==> config.mk <==
export PLATFORM = sky130hd
export DESIGN_NAME = ram_arbiter
export DESIGN_NICKNAME = d
export VERILOG_FILES = /design/src/rtl/ram_arbiter.sv
export SDC_FILE = /design/constraint.sdc
export NUM_CORES = 1
export LEC_CHECK = 0
export CAP_MARGIN = 40
export CELL_PAD_IN_SITES_DETAIL_PLACEMENT = 0
export CELL_PAD_IN_SITES_GLOBAL_PLACEMENT = 1
export CORE_UTILIZATION = 28
export CTS_CLUSTER_DIAMETER = 30
export CTS_CLUSTER_SIZE = 8
export DETAILED_ROUTE_END_ITERATION = 7
export PLACE_DENSITY = 0.91
export SYNTH_ARGS = -nofsm -noshare
export SYNTH_HDL_FRONTEND = slang
export SYNTH_SLANG_ARGS = --single-unit
==> constraint.sdc <==
create_clock -name CLK -period 2.95 [get_ports CLK]
set_clock_uncertainty 0.05 [all_clocks]
set_input_delay 0.885 -clock CLK [delete_from_list [all_inputs] [get_ports CLK]]
set_output_delay 0.885 -clock CLK [all_outputs]
set_load 0.01 [all_outputs]
==> src/rtl/ram_arbiter.sv <==
// rtl/ram_arbiter.sv - two-requester (ADMA, host) burst arbiter for the shared system RAM port
// Build macro: RAM_ARB_ROUND_ROBIN_EN selects round-robin instead of fixed ADMA priority.
module ram_arbiter #(
  parameter int ADDR_W = 64,
  parameter int DATA_W = 32
) (
  input  logic              CLK,
  input  logic              RESET,
  input  logic              adma_req,
  input  logic              adma_write,
  input  logic [ADDR_W-1:0] adma_address,
  input  logic [DATA_W-1:0] adma_data_in,
  input  logic [7:0]        adma_burst,
  output logic              adma_grant,
  output logic              adma_ack,
  output logic [DATA_W-1:0] adma_data_out,
  input  logic              host_req,
  input  logic              host_write,
  input  logic [ADDR_W-1:0] host_address,
  input  logic [DATA_W-1:0] host_data_in,
  input  logic [7:0]        host_burst,
  output logic              host_grant,
  output logic              host_ack,
  output logic [DATA_W-1:0] host_data_out,
  output logic [ADDR_W-1:0] ram_address,
  output logic [DATA_W-1:0] ram_data_in,
  output logic              ram_write,
  output logic              ram_read,
  input  logic [DATA_W-1:0] ram_data_out
);

  typedef enum logic [1:0] {
    IDLE   = 2'd0,
    ACCESS = 2'd1,
    DRAIN  = 2'd2
  } state_t;

  state_t      state, state_nxt;
  logic        owner_host, owner_host_nxt;
  logic [8:0]  beat_cnt, beat_cnt_nxt;
  logic        drain_cnt, drain_cnt_nxt;
  logic        win_host;
  logic        owner_req;
  logic        beat_acc;
  logic        sel_write;
  logic [ADDR_W-1:0] sel_address;
  logic [DATA_W-1:0] sel_data;

  logic p1_vld, p1_host, p1_read;
  logic p2_vld, p2_host, p2_read;

`ifdef RAM_ARB_ROUND_ROBIN_EN
  // 0 means the host won the last grant, so ADMA is favoured next
  logic last_adma;

  assign win_host = host_req && (!adma_req || last_adma);

  always_ff @(posedge CLK) begin
    if (RESET) begin
      last_adma <= 1'b0;
    end else if (state == IDLE && (adma_req || host_req)) begin
      last_adma <= !win_host;
    end
  end
`else
  assign win_host = host_req && !adma_req;
`endif

  assign owner_req   = owner_host ? host_req : adma_req;
  assign beat_acc    = (state == ACCESS) && owner_req;
  assign adma_grant  = (state == ACCESS) && !owner_host;
  assign host_grant  = (state == ACCESS) && owner_host;
  assign sel_write   = owner_host ? host_write   : adma_write;
  assign sel_address = owner_host ? host_address : adma_address;
  assign sel_data    = owner_host ? host_data_in : adma_data_in;

  always_ff @(posedge CLK) begin
    if (RESET) begin
      state      <= IDLE;
      owner_host <= 1'b0;
      beat_cnt   <= 9'd0;
      drain_cnt  <= 1'b0;
    end else begin
      state      <= state_nxt;
      owner_host <= owner_host_nxt;
      beat_cnt   <= beat_cnt_nxt;
      drain_cnt  <= drain_cnt_nxt;
    end
  end

  always_comb begin
    state_nxt      = state;
    owner_host_nxt = owner_host;
    beat_cnt_nxt   = beat_cnt;
    drain_cnt_nxt  = drain_cnt;
    case (state)
      IDLE: begin
        if (adma_req || host_req) begin
          state_nxt      = ACCESS;
          owner_host_nxt = win_host;
          beat_cnt_nxt   = win_host ? ({1'b0, host_burst} + 9'd1)
                                    : ({1'b0, adma_burst} + 9'd1);
        end
      end
      ACCESS: begin
        // A low owner req stalls the burst; the grant is never timed out
        if (beat_acc) begin
          beat_cnt_nxt = beat_cnt - 9'd1;
          if (beat_cnt == 9'd1) begin
            state_nxt     = DRAIN;
            drain_cnt_nxt = 1'b0;
          end
        end
      end
      DRAIN: begin
        if (drain_cnt) begin
          state_nxt     = IDLE;
          drain_cnt_nxt = 1'b0;
        end else begin
          drain_cnt_nxt = 1'b1;
        end
      end
      default: begin
        state_nxt = IDLE;
      end
    endcase
  end

  always_ff @(posedge CLK) begin
    if (RESET) begin
      ram_address <= '0;
      ram_data_in <= '0;
      ram_write   <= 1'b0;
      ram_read    <= 1'b0;
    end else begin
      ram_write <= beat_acc && sel_write;
      ram_read  <= beat_acc && !sel_write;
      if (beat_acc) begin
        ram_address <= sel_address;
        ram_data_in <= sel_data;
      end
    end
  end

  // Owner tag travels two stages; read data is sampled the cycle after ram_read
  always_ff @(posedge CLK) begin
    if (RESET) begin
      p1_vld        <= 1'b0;
      p1_host       <= 1'b0;
      p1_read       <= 1'b0;
      p2_vld        <= 1'b0;
      p2_host       <= 1'b0;
      p2_read       <= 1'b0;
      adma_ack      <= 1'b0;
      host_ack      <= 1'b0;
      adma_data_out <= '0;
      host_data_out <= '0;
    end else begin
      p1_vld   <= beat_acc;
      p1_host  <= owner_host;
      p1_read  <= !sel_write;
      p2_vld   <= p1_vld;
      p2_host  <= p1_host;
      p2_read  <= p1_read;
      adma_ack <= p2_vld && !p2_host;
      host_ack <= p2_vld && p2_host;
      if (p2_vld && p2_read && !p2_host) begin
        adma_data_out <= ram_data_out;
      end
      if (p2_vld && p2_read && p2_host) begin
        host_data_out <= ram_data_out;
      end
    end
  end

endmodule
-- Yosys cells after proc, flatten, opt, wreduce, memory -nomap -nowiden
Cells that the tools add are included.
Widths: inputs -> output; s select.
- register bits after elaboration: 183
- word-level logic and storage cells: 68
- input bits: 246
- output and inout port bits: 166
- reduce and logical (&&, ||, !) cells: 23
- multiplexer cells: 17
- equal/unequal tests: 7
- add/sub/neg operators: 3
- operators with widths (cell ; count):
    $mux 64 ; 1
    $mux 32 ; 1
    $mux 9 ; 3
    $add 8x1->9 const B ; 2
    $pmux 9 s2 ; 1
    $logic_and 1x1->1 ; 11
    $eq 9x1->1 const B ; 1
    $sub 9x1->9 const B ; 1
    $mux 2 ; 4
    $ne 2x2->1 const B ; 3
    $pmux 2 s3 ; 1
    $reduce_and 3->1 ; 2
    $mux 1 ; 5
    $logic_not 1->1 ; 4
    $reduce_and 4->1 ; 1
    $reduce_bool 2->1 ; 2
    $eq 2x1->1 const B ; 1
    $eq 2x2->1 const B ; 1
    $logic_not 2->1 ; 1
    $ne 2x1->1 const B ; 1
    $pmux 1 s2 ; 1
    $reduce_and 2->1 ; 1
    $logic_or 1x1->1 ; 1

-- Logic depth before layout (Yosys ltp)
Gate-level depths: netlist (run 1).
- word-level depth: 5
- mapped depth: 9
- mapped depth without buffers: 7

-- Least setup slack after synthesis (run 1)
Ideal clock, no wire load.
- path type: in2reg
- start point: input adma_req
- end point: register beat_cnt[2]
- library setup time: 128 ps
- required time: 2772 ps
- stages on the path: 9
- path slack: 533 ps
- path buffers: 2
- arrival time: 2240 ps
- path through: nand2b_1 > buf_6 > buf_12 > mux2_2 > ha_1 > xor2_1 > o21ai_0 > a22oi_1 > nor2_1
- longest elaborated chain between the ends: 5
- elaborated cells on any way between the ends: 11
- those cells by class: eq/ne (2); mux (4); reduce/logical (5)
- ends and longest elaborated chain (element ; line ; RTL):
    start: declaration ; 9 ; input logic adma_req,
    $logic_not 1->1 ; 66 ; assign win_host = host_req && !adma_req;
    $logic_and 1x1->1 ; 66 ;
    $mux 9 ; 101 ; beat_cnt_nxt = win_host ? ({1'b0, host_burst} + 9'd1)
    $mux 9 ; 98 ; if (adma_req || host_req) begin
    $pmux 9 s2 ; 96 ; case (state)
    end signal: assignment ; 86 ; beat_cnt <= beat_cnt_nxt;
    end: declaration ; 40 ; logic [8:0] beat_cnt, beat_cnt_nxt;
Several ways; a longest one is shown, not always the timed one. The select of a mux whose other input is x is not followed.
A chain may end at the register's enable or synchronous reset.

-- Final worst setup path (run 1)
- start point: register state[0]
- end point: output host_grant
- longest elaborated chain between the ends: 2
- ends and longest elaborated chain (element ; line ; RTL):
    start: declaration ; 38 ; state_t state, state_nxt;
    start signal: assignment ; 84 ; state <= state_nxt;
    $eq 2x1->1 ; 72 ; assign host_grant = (state == ACCESS) && owner_host;
    $logic_and 1x1->1 ; 72 ;
    end: declaration ; 22 ; output logic host_grant,
Every way passes these cells.

==> tab_implementation.tex, run 1 <==
\begin{tabular}{lr}
\hline
Metric & Value \\
\hline
\multicolumn{2}{l}{\textbf{Die}} \\
Die width & approximately 170 um \\
DIE HEIGHT & between 150 and 200 um \\
Die Footprint & between 0.02 and 0.03 mm2 \\
FP Rows & 60 \\
I/O pins & 412 \\
Core area & around 0.027 mm2 \\
Starting density of the core & roughly 29\% \\
\multicolumn{2}{l}{\textbf{Power}} \\
Relative contribution of sequential cells to total power & between 40\% and 50\% \\
Peak ir drop on the vdd network & roughly 0.33 mV \\
Sw Ratio & between 30\% and 40\% \\
Cell Int Power & 4.93 mW \\
Areal power density over the cells & approximately 550 mW/mm2 \\
Logic pwr share & 28.0\% \\
Leak Pwr & approximately 4.4 nW \\
Total Power & 7.06 mW \\
Power dissipated by switching net loads & about 2.1 mW \\
Clock share of power & 31.5\% \\
\multicolumn{2}{l}{\textbf{STA}} \\
Final hold vios & 0 \\
Max-slew headroom at the worst pin & between 40\% and 50\% \\
Total count of max-transition violations in the final report & 0 \\
Post-route fraction of the period consumed by the critical path & between 80 and 90\% \\
Shortest period the worst path allows & 2.65 ns \\
Tightest Pin Transition & 0.777 ns \\
Unrepaired setup endpoints after global routing & false \\
Tightest hold margin & about 0.38 ns \\
Total Negative Setup Slacks & 0 ns \\
Max Clock Freq & approximately 380 MHz \\
Setup-violating endpoint count in the final report & 0 \\
\multicolumn{2}{l}{\textbf{Logic synthesis}} \\
Distinct cell type count after synthesis & 42 \\
Mapped Cells & roughly 870 \\
Total of flip-flops plus latches after synthesis & approximately 180 \\
Syn Std Cell Area & 0.00772 mm2 \\
Mean instance size in the synthesized netlist & 8.85 um2 \\
Yosys Warn Count & 0 \\
Sequential element share of the synthesized area & between 40\% and 50\% \\
Post-Synthesis Net Count & about 1100 \\
\multicolumn{2}{l}{\textbf{Setup path}} \\
Kind of critical path & flip-flop to output port \\
Required time of the critical path & 2.02 ns \\
Data arrival time of the critical path & roughly 1.7 ns \\
Startpoint type of the worst setup path & flip-flop \\
Setup slack of the worst register-to-register path & around 1.2 ns \\
Type of destination of the critical path & output port \\
Critical path fanouts, max & 8 \\
\multicolumn{2}{l}{\textbf{Min path}} \\
Worst min-delay path category & flip-flop to flip-flop \\
\multicolumn{2}{l}{\textbf{Clocking}} \\
TritonCTS clock tree & built \\
Post-CTS setup-driven buffer insertion count & 0 \\
Clock Pin Slew Worst Setup and Hold Paths & about 0.070 ns \\
CTS max path bufs & 2 \\
Depth of the CTS H-tree & 4 \\
Root cell of the clock tree & sky130\_fd\_sc\_hd\_\_clkbuf\_16 \\
Clock sink total & 183 \\
Num CTS Buffers & 17 \\
Number of hold buffers added after CTS & 0 \\
Source-to-sink clock delay at the later pin of the worst-skew pair & around 0.42 ns \\
Number of cells upsized or downsized after cts & 0 \\
\multicolumn{2}{l}{\textbf{Finish}} \\
Number of inserted diodes & 0 \\
Number of fill cells in the layout & around 2600 \\
Combined flip-flop and latch cell area & approximately 0.0037 mm2 \\
Net total in the final layout & between 1500 and 2000 \\
Design area & 0.0128 mm2 \\
Layout cell share with drive strength beyond 1 & approximately 5.6\% \\
Area taken by multi-input logic gates & 0.00371 mm2 \\
P\&R area growth vs syn & 65.5\% \\
Leading cell type in the layout, fill and taps excluded & sky130\_fd\_sc\_hd\_\_clkdlybuf4s50\_1 \\
Commonest cells after routing, fill and taps aside & 410 x sky130\_fd\_sc\_hd\_\_clkdlybuf4s50\_1, 182 x sky130\_fd\_sc\_hd\_\_dfxtp\_1, 147 x sky130\_fd\_sc\_hd\_\_nand2\_1, 111 x sky130\_fd\_sc\_hd\_\_nor2\_1, 103 x sky130\_fd\_sc\_hd\_\_mux2i\_1 \\
Final non-filler cell total & about 1600 \\
\multicolumn{2}{l}{\textbf{Global routing}} \\
Maximum number of pins on one net before global-route repair & 97 \\
Global-route wire length before repair & around 38000 um \\
Number of global-route vias before repair & between 7000 and 8000 \\
Global Route Usage Sum & 17.4\% \\
Congestion Overflow GR & 0 \\
Number of antenna violations at the first check in global routing & 0 \\
\multicolumn{2}{l}{\textbf{Route}} \\
Remaining design rule violation count & 0 \\
Final ANT Viol Nets & 0 \\
Via total after detailed routing & 7393 \\
Total detailed-routing wirelength & approximately 25000 um \\
Starting DRT DRC Count & about 330 \\
Drt first pass iters & 4 \\
Avg WL per Cell & approximately 15 um \\
Ratio of routed vias to standard cells & approximately 4.6 \\
\multicolumn{2}{l}{\textbf{Place}} \\
Dpl cells & roughly 1600 \\
Placer's final routability congestion estimate & between 0.7 and 0.8 \\
Total of buffers placed on input and output ports & between 400 and 500 \\
Estimated wirelength of the detail-placed design & between 15000 and 20000 um \\
Instance area after placement & between 0.01 and 0.015 mm2 \\
\multicolumn{2}{l}{\textbf{Outcome}} \\
Run status & finished, final reports clean \\
\multicolumn{2}{l}{\textbf{Run}} \\
Max-cap viol count & 0 \\
\hline
\end{tabular}
synthesized netlist by cell type, drive strengths merged:
cell	number	area share, %
a32oi	1	0.11
or4	2	0.19
and3b	1	0.11
and3	2	0.16
and2	3	0.24
mux2i	105	14
nor3	9	0.71
nand3b	4	0.39
nand2	147	7.1
a31oi	4	0.32
a21oi	76	5.0
dfxtp	183	47
or3	2	0.16
a211oi	102	9.9
nand4	2	0.24
nor4	2	0.16
a221oi	1	0.11
nand2b	3	0.24
nor2b	6	0.49
buf	28	2.3
ha	3	0.49
nor3b	2	0.19
o21ai	10	0.65
xor2	3	0.34
inv	3	0.15
o31ai	1	0.097
clkbuf	45	2.2
or2	1	0.081
a22oi	1	0.097
nand3	3	0.19
mux2	4	0.63
nor2	113	5.5
cell type report:
class                           count  share of cell area (%)
Timing Repair Buffer              436                    34.4
Multi-Input combinational cell    613                    29.0
Sequential cell                   183                    28.7
Clock buffer                       19                    3.47
Tap cell                          341                    3.34
Clock inverter                     13                    1.04
Inverter                            3                  0.0881
state kept, by name, indices dropped and copies added, names as in the netlist, 2 cells and up:
| signal | flops |
|---|---|
| host_data_out | 32 |
| beat_cnt | 9 |
| ram_address | 64 |
| state | 2 |
| adma_data_out | 32 |
| ram_data_in | 32 |
critical path: stages, from the launching register on:
cell	delay, ns
sky130_fd_sc_hd__dfxtp_1	0.44
sky130_fd_sc_hd__nor2b_1	0.18
sky130_fd_sc_hd__and2_1	0.13
sky130_fd_sc_hd__clkdlybuf4s50_1	0.55
logic make-up (layout without fill, tap and decap cells):
| logic type | count (synthesis) | after routing | synth area share, % |
|---|---|---|---|
| buffers and inverters | 76 | 471 | 4.64 |
| AO/OA/AOI/OAI | 196 | 196 | 16.3 |
| adder cells (fa/ha/maj) | 3 | 3 | 0.486 |
| AND/OR/NAND/NOR | 302 | 302 | 16.2 |
| multiplexers | 109 | 109 | 14.6 |
| flip-flops | 183 | 183 | 47.5 |
| XOR/XNOR | 3 | 3 | 0.340 |
power groups by stage:
| stage | Clock, mW | Sequential [mW] | Combinational [mW] |
|---|---|---|---|
| after floorplan | 0 | 2.99 | 0.878 |
| after global placement | 0 | 2.90 | 1.97 |
| after detailed placement | 0 | 2.91 | 2.00 |
| after CTS | 2.29 | 2.86 | 2.00 |
| after global routing | 2.41 | 2.89 | 2.14 |
| final | 2.22 | 2.86 | 1.98 |
path summary, 6_finish.rpt:
path                  from         endpoint  depth (start not counted)
setup / recovery  state[0]       host_grant                          3
hold / removal      p1_vld           p2_vld                          1
setup reg to reg  state[1]  ram_address[48]                          7
hold reg to reg     p1_vld           p2_vld                          1
layer usage:
layer  GRT usage [%]  up-vias  part of all wire [%]
li1                -     3807                     -
met1            20.6     3304                    42
met3            3.90       22                   6.0
met5               0        -                     0
met4            5.27        0                   1.9
met2            31.1      260                    50
per-stage QoR:
step | setup WS [ns] | util, %
floorplan | 0.533 | -
global placement | 0.133 | 45.2
detailed placement | 0.0340 | 45.2
CTS | 0.257 | 47.3
global route | 0.164 | 47.3
finish | 0.298 | 47.3
Power figures use the tool's default switching activity.
==> run 2: changes to the inputs <==
--- a/config.mk
+++ b/config.mk
@@ -8,11 +8,11 @@
 export CAP_MARGIN = 40
 export CELL_PAD_IN_SITES_DETAIL_PLACEMENT = 0
 export CELL_PAD_IN_SITES_GLOBAL_PLACEMENT = 1
-export CORE_UTILIZATION = 28
+export CORE_UTILIZATION = 30
 export CTS_CLUSTER_DIAMETER = 30
 export CTS_CLUSTER_SIZE = 8
 export DETAILED_ROUTE_END_ITERATION = 7
-export PLACE_DENSITY = 0.91
+export PLACE_DENSITY = 0.95
 export SYNTH_ARGS = -nofsm -noshare
 export SYNTH_HDL_FRONTEND = slang
 export SYNTH_SLANG_ARGS = --single-unit
==> constraint.sdc (replaced) <==
create_clock -name CLK -period 3.1 [get_ports CLK]
set_clock_uncertainty 0.05 [all_clocks]
set_input_delay 0.93 -clock CLK [delete_from_list [all_inputs] [get_ports CLK]]
set_output_delay 0.93 -clock CLK [all_outputs]
set_load 0.01 [all_outputs]
==> run 2 against run 1 <==
- sequential power decreased by 5%
- clock-buffer cell count shrank 1
- first-iteration DRC count up 38%
- highest routed layer unchanged
- non-clock buffer count shrank 2
- die area down 6.6%
- design area shrank 0.47%
- register-to-register slack about the same
==> tab_implementation.tex, run 2 (synthesis gave the netlist of run 1 again) <==
\begin{tabular}{lr}
\hline
Metric & Value \\
\hline
\multicolumn{2}{l}{\textbf{Outcome}} \\
Run status & finished, final reports clean (unchanged) \\
\multicolumn{2}{l}{\textbf{STA}} \\
Post-route fraction of the period consumed by the critical path & around 90\% \\
Final hold vios & 0 (unchanged) \\
Max Clock Freq & about 350 MHz \\
Tightest Pin Transition & 0.683 ns (was 0.777 ns) \\
Max-slew headroom at the worst pin & 54.5\% (was 48.2\%) \\
Unrepaired setup endpoints after global routing & false (unchanged) \\
Total count of max-transition violations in the final report & 0 (unchanged) \\
Post-route worst setup slack & 0.231 ns (was 0.298 ns) \\
Setup-violating endpoint count in the final report & 0 (unchanged) \\
Total Negative Setup Slacks & 0 ns (unchanged) \\
Shortest period the worst path allows & around 2.9 ns \\
\multicolumn{2}{l}{\textbf{Route}} \\
Remaining design rule violation count & 0 (unchanged) \\
Ratio of routed vias to standard cells & 4.72 (was 4.60) \\
Via total after detailed routing & 7516 (was 7393) \\
Avg WL per Cell & 15.6 um (was 15.4 um) \\
Total detailed-routing wirelength & 24900 um (was 24700 um) \\
Starting DRT DRC Count & 451 (was 327) \\
Final ANT Viol Nets & 0 (unchanged) \\
Drt first pass iters & 5 (was 4) \\
\multicolumn{2}{l}{\textbf{Finish}} \\
P\&R area growth vs syn & 64.8\% (was 65.5\%) \\
Max reg flops & 64 (unchanged) \\
Number of inserted diodes & 0 (unchanged) \\
Leading cell type in the layout, fill and taps excluded & sky130\_fd\_sc\_hd\_\_clkdlybuf4s50\_1 (unchanged) \\
Register with the highest flop count & ram\_address (unchanged) \\
Number of fill cells in the layout & 2423 (was 2599) \\
Layout cell share with drive strength beyond 1 & 5.38\% (was 5.60\%) \\
Commonest cells after routing, fill and taps aside & 410 x sky130\_fd\_sc\_hd\_\_clkdlybuf4s50\_1, 182 x sky130\_fd\_sc\_hd\_\_dfxtp\_1, 147 x sky130\_fd\_sc\_hd\_\_nand2\_1, 111 x sky130\_fd\_sc\_hd\_\_nor2\_1, 103 x sky130\_fd\_sc\_hd\_\_mux2i\_1 (unchanged) \\
Net total in the final layout & 1501 (was 1503) \\
\multicolumn{2}{l}{\textbf{Place}} \\
Estimated wirelength of the detail-placed design & 19200 um (was 18900 um) \\
Placement Setup Slack & 0.186 ns (was 0.0340 ns) \\
Placer's final routability congestion estimate & 0.825 (was 0.793) \\
Total of buffers placed on input and output ports & 411 (unchanged) \\
\multicolumn{2}{l}{\textbf{Clocking}} \\
Depth of the CTS H-tree & 4 (unchanged) \\
Post-CTS setup-driven buffer insertion count & 0 (unchanged) \\
Root cell of the clock tree & sky130\_fd\_sc\_hd\_\_clkbuf\_16 (unchanged) \\
Clock Pin Slew Worst Setup and Hold Paths & 0.07 ns (about the same) \\
TritonCTS clock tree & built (unchanged) \\
Source-to-sink clock delay at the later pin of the worst-skew pair & 0.41 ns (was 0.42 ns) \\
Number of cells upsized or downsized after cts & 0 (unchanged) \\
Number of hold buffers added after CTS & 0 (unchanged) \\
Num CTS Buffers & 17 (unchanged) \\
CTS max path bufs & 2 (unchanged) \\
Clock sink total & 183 (unchanged) \\
\multicolumn{2}{l}{\textbf{Power}} \\
Leak Pwr & 4.35 nW (was 4.40 nW) \\
Areal power density over the cells & 521 mW/mm2 (was 552 mW/mm2) \\
Peak ir drop on the vdd network & 0.294 mV (was 0.332 mV) \\
Total Power & 6.63 mW (was 7.06 mW) \\
\multicolumn{2}{l}{\textbf{Setup path}} \\
Crit-path max cell delay & 0.56 ns (was 0.55 ns) \\
Number of cells on the worst reg-to-reg path & 6 (was 7) \\
Kind of critical path & flip-flop to output port (unchanged) \\
List of cells traversed by the critical path & nand2b\_1 > nor2\_1 > clkdlybuf4s50\_1 (was nor2b\_1 > and2\_1 > clkdlybuf4s50\_1) \\
Start of the worst register-to-register path & state[1] (unchanged) \\
Master of the slowest instance on the critical path & sky130\_fd\_sc\_hd\_\_clkdlybuf4s50\_1 (unchanged) \\
Crit Reg-Reg Endpoint & ram\_data\_in[8] (was ram\_address[48]) \\
Type of destination of the critical path & output port (unchanged) \\
Required time of the critical path & 2.12 ns (was 2.02 ns) \\
Setup slack of the worst register-to-register path & 1.16 ns (was 1.15 ns) \\
Startpoint type of the worst setup path & flip-flop (unchanged) \\
Critical path fanouts, max & 11 (was 8) \\
Data arrival time of the critical path & 1.89 ns (was 1.72 ns) \\
\multicolumn{2}{l}{\textbf{Die}} \\
DIE HEIGHT & 162 um (was 168 um) \\
Die Footprint & 0.0264 mm2 (was 0.0282 mm2) \\
FP Rows & 58 (was 60) \\
Die width & 162 um (was 168 um) \\
Starting density of the core & 30.7\% (was 28.6\%) \\
Core area & 0.0252 mm2 (was 0.0270 mm2) \\
I/O pins & 412 (unchanged) \\
\multicolumn{2}{l}{\textbf{Min path}} \\
Worst min-delay path category & flip-flop to flip-flop (unchanged) \\
Number of instances on the worst hold path & 1 (unchanged) \\
Destination of the worst hold path & p2\_vld (unchanged) \\
Critical hold path startpoint & p1\_vld (unchanged) \\
\multicolumn{2}{l}{\textbf{Global routing}} \\
Global-route wire length before repair & 37800 um (was 38400 um) \\
Maximum number of pins on one net before global-route repair & 88 (was 97) \\
Number of antenna violations at the first check in global routing & 0 (unchanged) \\
Number of global-route vias before repair & 7095 (was 7137) \\
Global Route Usage Sum & 18.5\% (was 17.4\%) \\
Congestion Overflow GR & 0 (unchanged) \\
\multicolumn{2}{l}{\textbf{Run}} \\
Max-cap viol count & 0 (unchanged) \\
\hline
\end{tabular}
## run 2: changes by cell type in the layout (fill, tap and decap cells not counted), sizes merged
cell | previous run | this run
buf | 26 | 24
clkbuf | 19 | 18
clkinv | 6 | 0
inv | 10 | 9
clkinvlp | 0 | 7
## run 2: area by class of cell
cell class,count,area (um2),share of cell area (%)
clock inverter,13,115,0.905
clock buffer,18,429,3.37
timing repair buffer,434,4380,34.4
multi-input combinational,613,3710,29.2
sequential,183,3670,28.8
tap,330,413,3.25
inverter,3,11.3,0.0885
## run 2: layer usage
metal | GRT usage (%) | vias up | wire (um)
met1 | 21.9 | 3418 | 10300
li1 | - | 3795 | -
met5 | 0 | - | 0
met2 | 32.8 | 273 | 12600
met3 | 3.44 | 30 | 1460
met4 | 6.86 | 0 | 636
## run 2: how the worst max path moves through the flow
stage                        to     start  slack [ns]
floorplan           beat_cnt[2]  adma_req        0.64
global placement    beat_cnt[2]  host_req        0.21
detailed placement  beat_cnt[3]  host_req        0.19
CTS                  adma_grant  state[1]        0.19
global route         adma_grant  state[0]        0.07
finish               adma_grant  state[1]        0.23
## run 2: worst max-delay path: cells and delay by family, from the launching register on
kind / cells / cell delay, ns
AND/OR/NAND/NOR: 2 / 0.56
buffers and inverters: 1 / 0.56
flip-flops: 1 / 0.36
## run 2: stage by stage
| step | area [um2] | util (%) | instances | hold slack, ns |
|---|---|---|---|---|
| final | 12700 | 50.5 | 1594 | 0.390 |
| after global routing | 12700 | 50.5 | 1594 | 0.416 |
| after CTS | 12700 | 50.5 | 1594 | 0.392 |
| after detailed placement | 12200 | 48.4 | 1563 | 0.380 |
| after global placement | 12200 | 48.4 | 1563 | 0.371 |
| after floorplan | 7720 | - | 872 | 0.364 |
## run 2: report_power, final
group	switching (mW)	total, mW	internal (mW)
clock	0.983	2.03	1.05
sequential	0.148	2.73	2.58
combinational	0.853	1.87	1.02
total	1.98	6.63	4.65
==> run 3: changes to the inputs <==
--- a/config.mk
+++ b/config.mk
@@ -12,6 +12,7 @@
 export CTS_CLUSTER_DIAMETER = 30
 export CTS_CLUSTER_SIZE = 8
 export DETAILED_ROUTE_END_ITERATION = 7
+export GPL_TIMING_DRIVEN = 0
 export PLACE_DENSITY = 0.95
 export SYNTH_ARGS = -nofsm -noshare
 export SYNTH_HDL_FRONTEND = slang
==> run 3 against run 2 <==
- register-to-register slack worse by 0.15 ns
- non-clock buffer count up 49
- routed wire length up 13%
- final cell count up 3.1%
- clock-buffer cell count up 1
- fmax down 1.8%
- flip-flop and latch count unchanged
- utilization up 0.36 points
- total power up 1.4%
- design area up 0.71%
- largest cell class unchanged
- largest power group unchanged
==> tab_implementation.tex, run 3 (synthesis gave the netlist of run 1 again) <==
\begin{tabular}{lr}
\hline
Metric & Value \\
\hline
\multicolumn{2}{l}{\textbf{Setup path}} \\
Start of the worst register-to-register path & owner\_host (was state[1]) \\
Crit Reg-Reg Endpoint & ram\_data\_in[8] (unchanged) \\
Kind of critical path & flip-flop to output port (unchanged) \\
List of cells traversed by the critical path & nor2b\_1 > buf\_2 > and2\_1 > clkdlybuf4s50\_1 (was nand2b\_1 > nor2\_1 > clkdlybuf4s50\_1) \\
Crit-path max cell delay & 0.54 ns (was 0.56 ns) \\
Required time of the critical path & 2.12 ns (about the same) \\
Critical path fanouts, max & 10 (was 11) \\
Startpoint type of the worst setup path & flip-flop (unchanged) \\
Number of cells on the worst reg-to-reg path & 6 (unchanged) \\
Type of destination of the critical path & output port (unchanged) \\
Setup slack of the worst register-to-register path & 1.01 ns (was 1.16 ns) \\
Data arrival time of the critical path & 1.94 ns (was 1.89 ns) \\
Master of the slowest instance on the critical path & sky130\_fd\_sc\_hd\_\_clkdlybuf4s50\_1 (unchanged) \\
\multicolumn{2}{l}{\textbf{Run}} \\
Max-cap viol count & 0 (unchanged) \\
\multicolumn{2}{l}{\textbf{Global routing}} \\
Congestion Overflow GR & 0 (unchanged) \\
Maximum number of pins on one net before global-route repair & 20 (was 88) \\
Number of antenna violations at the first check in global routing & 0 (unchanged) \\
Global Route Usage Sum & 20.9\% (was 18.5\%) \\
Number of global-route vias before repair & 7632 (was 7095) \\
Global-route wire length before repair & 42000 um (was 37800 um) \\
\multicolumn{2}{l}{\textbf{Route}} \\
Ratio of routed vias to standard cells & 4.78 (was 4.72) \\
Avg WL per Cell & 17.1 um (was 15.6 um) \\
Via total after detailed routing & 7862 (was 7516) \\
Total detailed-routing wirelength & 28100 um (was 24900 um) \\
Drt first pass iters & 7 (was 5) \\
Starting DRT DRC Count & 361 (was 451) \\
Remaining design rule violation count & 0 (unchanged) \\
Final ANT Viol Nets & 0 (unchanged) \\
\multicolumn{2}{l}{\textbf{Finish}} \\
Number of inserted diodes & 0 (unchanged) \\
P\&R area growth vs syn & 65.9\% (was 64.8\%) \\
Register with the highest flop count & ram\_address (unchanged) \\
Design area & 0.0128 mm2 (was 0.0127 mm2) \\
Commonest cells after routing, fill and taps aside & 410 x sky130\_fd\_sc\_hd\_\_clkdlybuf4s50\_1, 182 x sky130\_fd\_sc\_hd\_\_dfxtp\_1, 147 x sky130\_fd\_sc\_hd\_\_nand2\_1, 113 x sky130\_fd\_sc\_hd\_\_nor2\_1, 103 x sky130\_fd\_sc\_hd\_\_mux2i\_1 (was 410 x sky130\_fd\_sc\_hd\_\_clkdlybuf4s50\_1, 182 x sky130\_fd\_sc\_hd\_\_dfxtp\_1, 147 x sky130\_fd\_sc\_hd\_\_nand2\_1, 111 x sky130\_fd\_sc\_hd\_\_nor2\_1, 103 x sky130\_fd\_sc\_hd\_\_mux2i\_1) \\
Net total in the final layout & 1550 (was 1501) \\
Leading cell type in the layout, fill and taps excluded & sky130\_fd\_sc\_hd\_\_clkdlybuf4s50\_1 (unchanged) \\
Layout cell share with drive strength beyond 1 & 5.40\% (was 5.38\%) \\
Max reg flops & 64 (unchanged) \\
\multicolumn{2}{l}{\textbf{Die}} \\
I/O pins & 412 (unchanged) \\
Die width & 162 um (unchanged) \\
Die Footprint & 0.0264 mm2 (unchanged) \\
Starting density of the core & 30.7\% (unchanged) \\
DIE HEIGHT & 162 um (unchanged) \\
FP Rows & 58 (unchanged) \\
Core area & 0.0252 mm2 (unchanged) \\
\multicolumn{2}{l}{\textbf{Clocking}} \\
Source-to-sink clock delay at the later pin of the worst-skew pair & 0.42 ns (was 0.41 ns) \\
Number of hold buffers added after CTS & 0 (unchanged) \\
Root cell of the clock tree & sky130\_fd\_sc\_hd\_\_clkbuf\_16 (unchanged) \\
Depth of the CTS H-tree & 4 (unchanged) \\
Clock Pin Slew Worst Setup and Hold Paths & 0.07 ns (about the same) \\
CTS max path bufs & 2 (unchanged) \\
Clock sink total & 183 (unchanged) \\
Num CTS Buffers & 17 (unchanged) \\
TritonCTS clock tree & built (unchanged) \\
\multicolumn{2}{l}{\textbf{STA}} \\
Unrepaired setup endpoints after global routing & false (unchanged) \\
Tightest Pin Transition & 0.863 ns (was 0.683 ns) \\
Max-slew headroom at the worst pin & 42.4\% (was 54.5\%) \\
Tightest hold margin & 0.388 ns (was 0.390 ns) \\
Shortest period the worst path allows & 2.92 ns (was 2.87 ns) \\
Final hold vios & 0 (unchanged) \\
Post-route fraction of the period consumed by the critical path & 94.2\% (was 92.5\%) \\
Setup-violating endpoint count in the final report & 0 (unchanged) \\
Max Clock Freq & 342 MHz (was 349 MHz) \\
Total Negative Setup Slacks & 0 ns (unchanged) \\
Post-route worst setup slack & 0.180 ns (was 0.231 ns) \\
Total count of max-transition violations in the final report & 0 (unchanged) \\
\multicolumn{2}{l}{\textbf{Place}} \\
Estimated wirelength of the detail-placed design & 22600 um (was 19200 um) \\
Total of buffers placed on input and output ports & 410 (was 411) \\
Placer's final routability congestion estimate & 0.864 (was 0.825) \\
Instance area after placement & 0.0122 mm2 (about the same) \\
Placement Setup Slack & -0.203 ns (was 0.186 ns) \\
\multicolumn{2}{l}{\textbf{Outcome}} \\
Run status & finished, final reports clean (unchanged) \\
\multicolumn{2}{l}{\textbf{Min path}} \\
Worst min-delay path category & flip-flop to flip-flop (unchanged) \\
Critical hold path startpoint & p1\_host (was p1\_vld) \\
Destination of the worst hold path & p2\_host (was p2\_vld) \\
Number of instances on the worst hold path & 1 (unchanged) \\
\multicolumn{2}{l}{\textbf{Power}} \\
Total Power & 6.72 mW (was 6.63 mW) \\
Areal power density over the cells & 525 mW/mm2 (was 521 mW/mm2) \\
Peak ir drop on the vdd network & 0.275 mV (was 0.294 mV) \\
Leak Pwr & 4.42 nW (was 4.35 nW) \\
\hline
\end{tabular}
run 3: worst max-delay path by stage:
stage / from / end / slack [ns] / cells past startpoint
2_1_floorplan: adma_req / beat_cnt[2] / 0.64 / 9
3_3_place_gp: adma_req / ram_data_in[8] / -0.13 / 6
3_5_place_dp: adma_req / ram_data_in[8] / -0.20 / 6
4_1_cts: state[0] / host_grant / 0.08 / 4
5_1_grt: state[1] / adma_grant / 0.04 / 4
6_report: state[0] / host_grant / 0.18 / 4
run 3: cell type report:
cell class,instances,area [um2]
well taps,330,413
clock inverters,13,119
repair buffers,411,4120
plain buffers,72,345
flip-flops and latches,183,3660
fillers,2376,12400
clock buffers,19,443
multi-input cells,613,3700
inverters,3,11.3
run 3: what timing repair did:
action / CTS / global route
gates resized for setup: 1 / 1
pin swaps: 0 / 0
buffers inserted: 0 / 0
setup endpoints to repair: 2 / 1
run 3: metrics by stage:
stage,util (%),cells
final,50.9,1644
after detailed placement,48.6,1613
after global placement,48.6,1612
after CTS,50.9,1644
after global routing,50.9,1644
after floorplan,-,872
run 3: power by group:
part	switching (mW)	internal [mW]
Sequential	0.141	2.58
Clock	1.01	1.08
Combinational	0.916	1.00
Total	2.07	4.66
run 3: routing by layer:
metal  global-route usage, %  vias up  part of all wire [%]
met5                       0        -                     0
met4                    7.03        0                   2.2
met3                    4.51       38                   6.6
met2                    37.9      324                    51
met1                    24.0     3599                    40
li1                        -     3901                     -
run 3: critical path, delay by kind of cell, from the launching register on:
family / cells / cell delay [ns]
buf+inv: 2 / 0.79
flops: 1 / 0.39
simple gates: 2 / 0.35
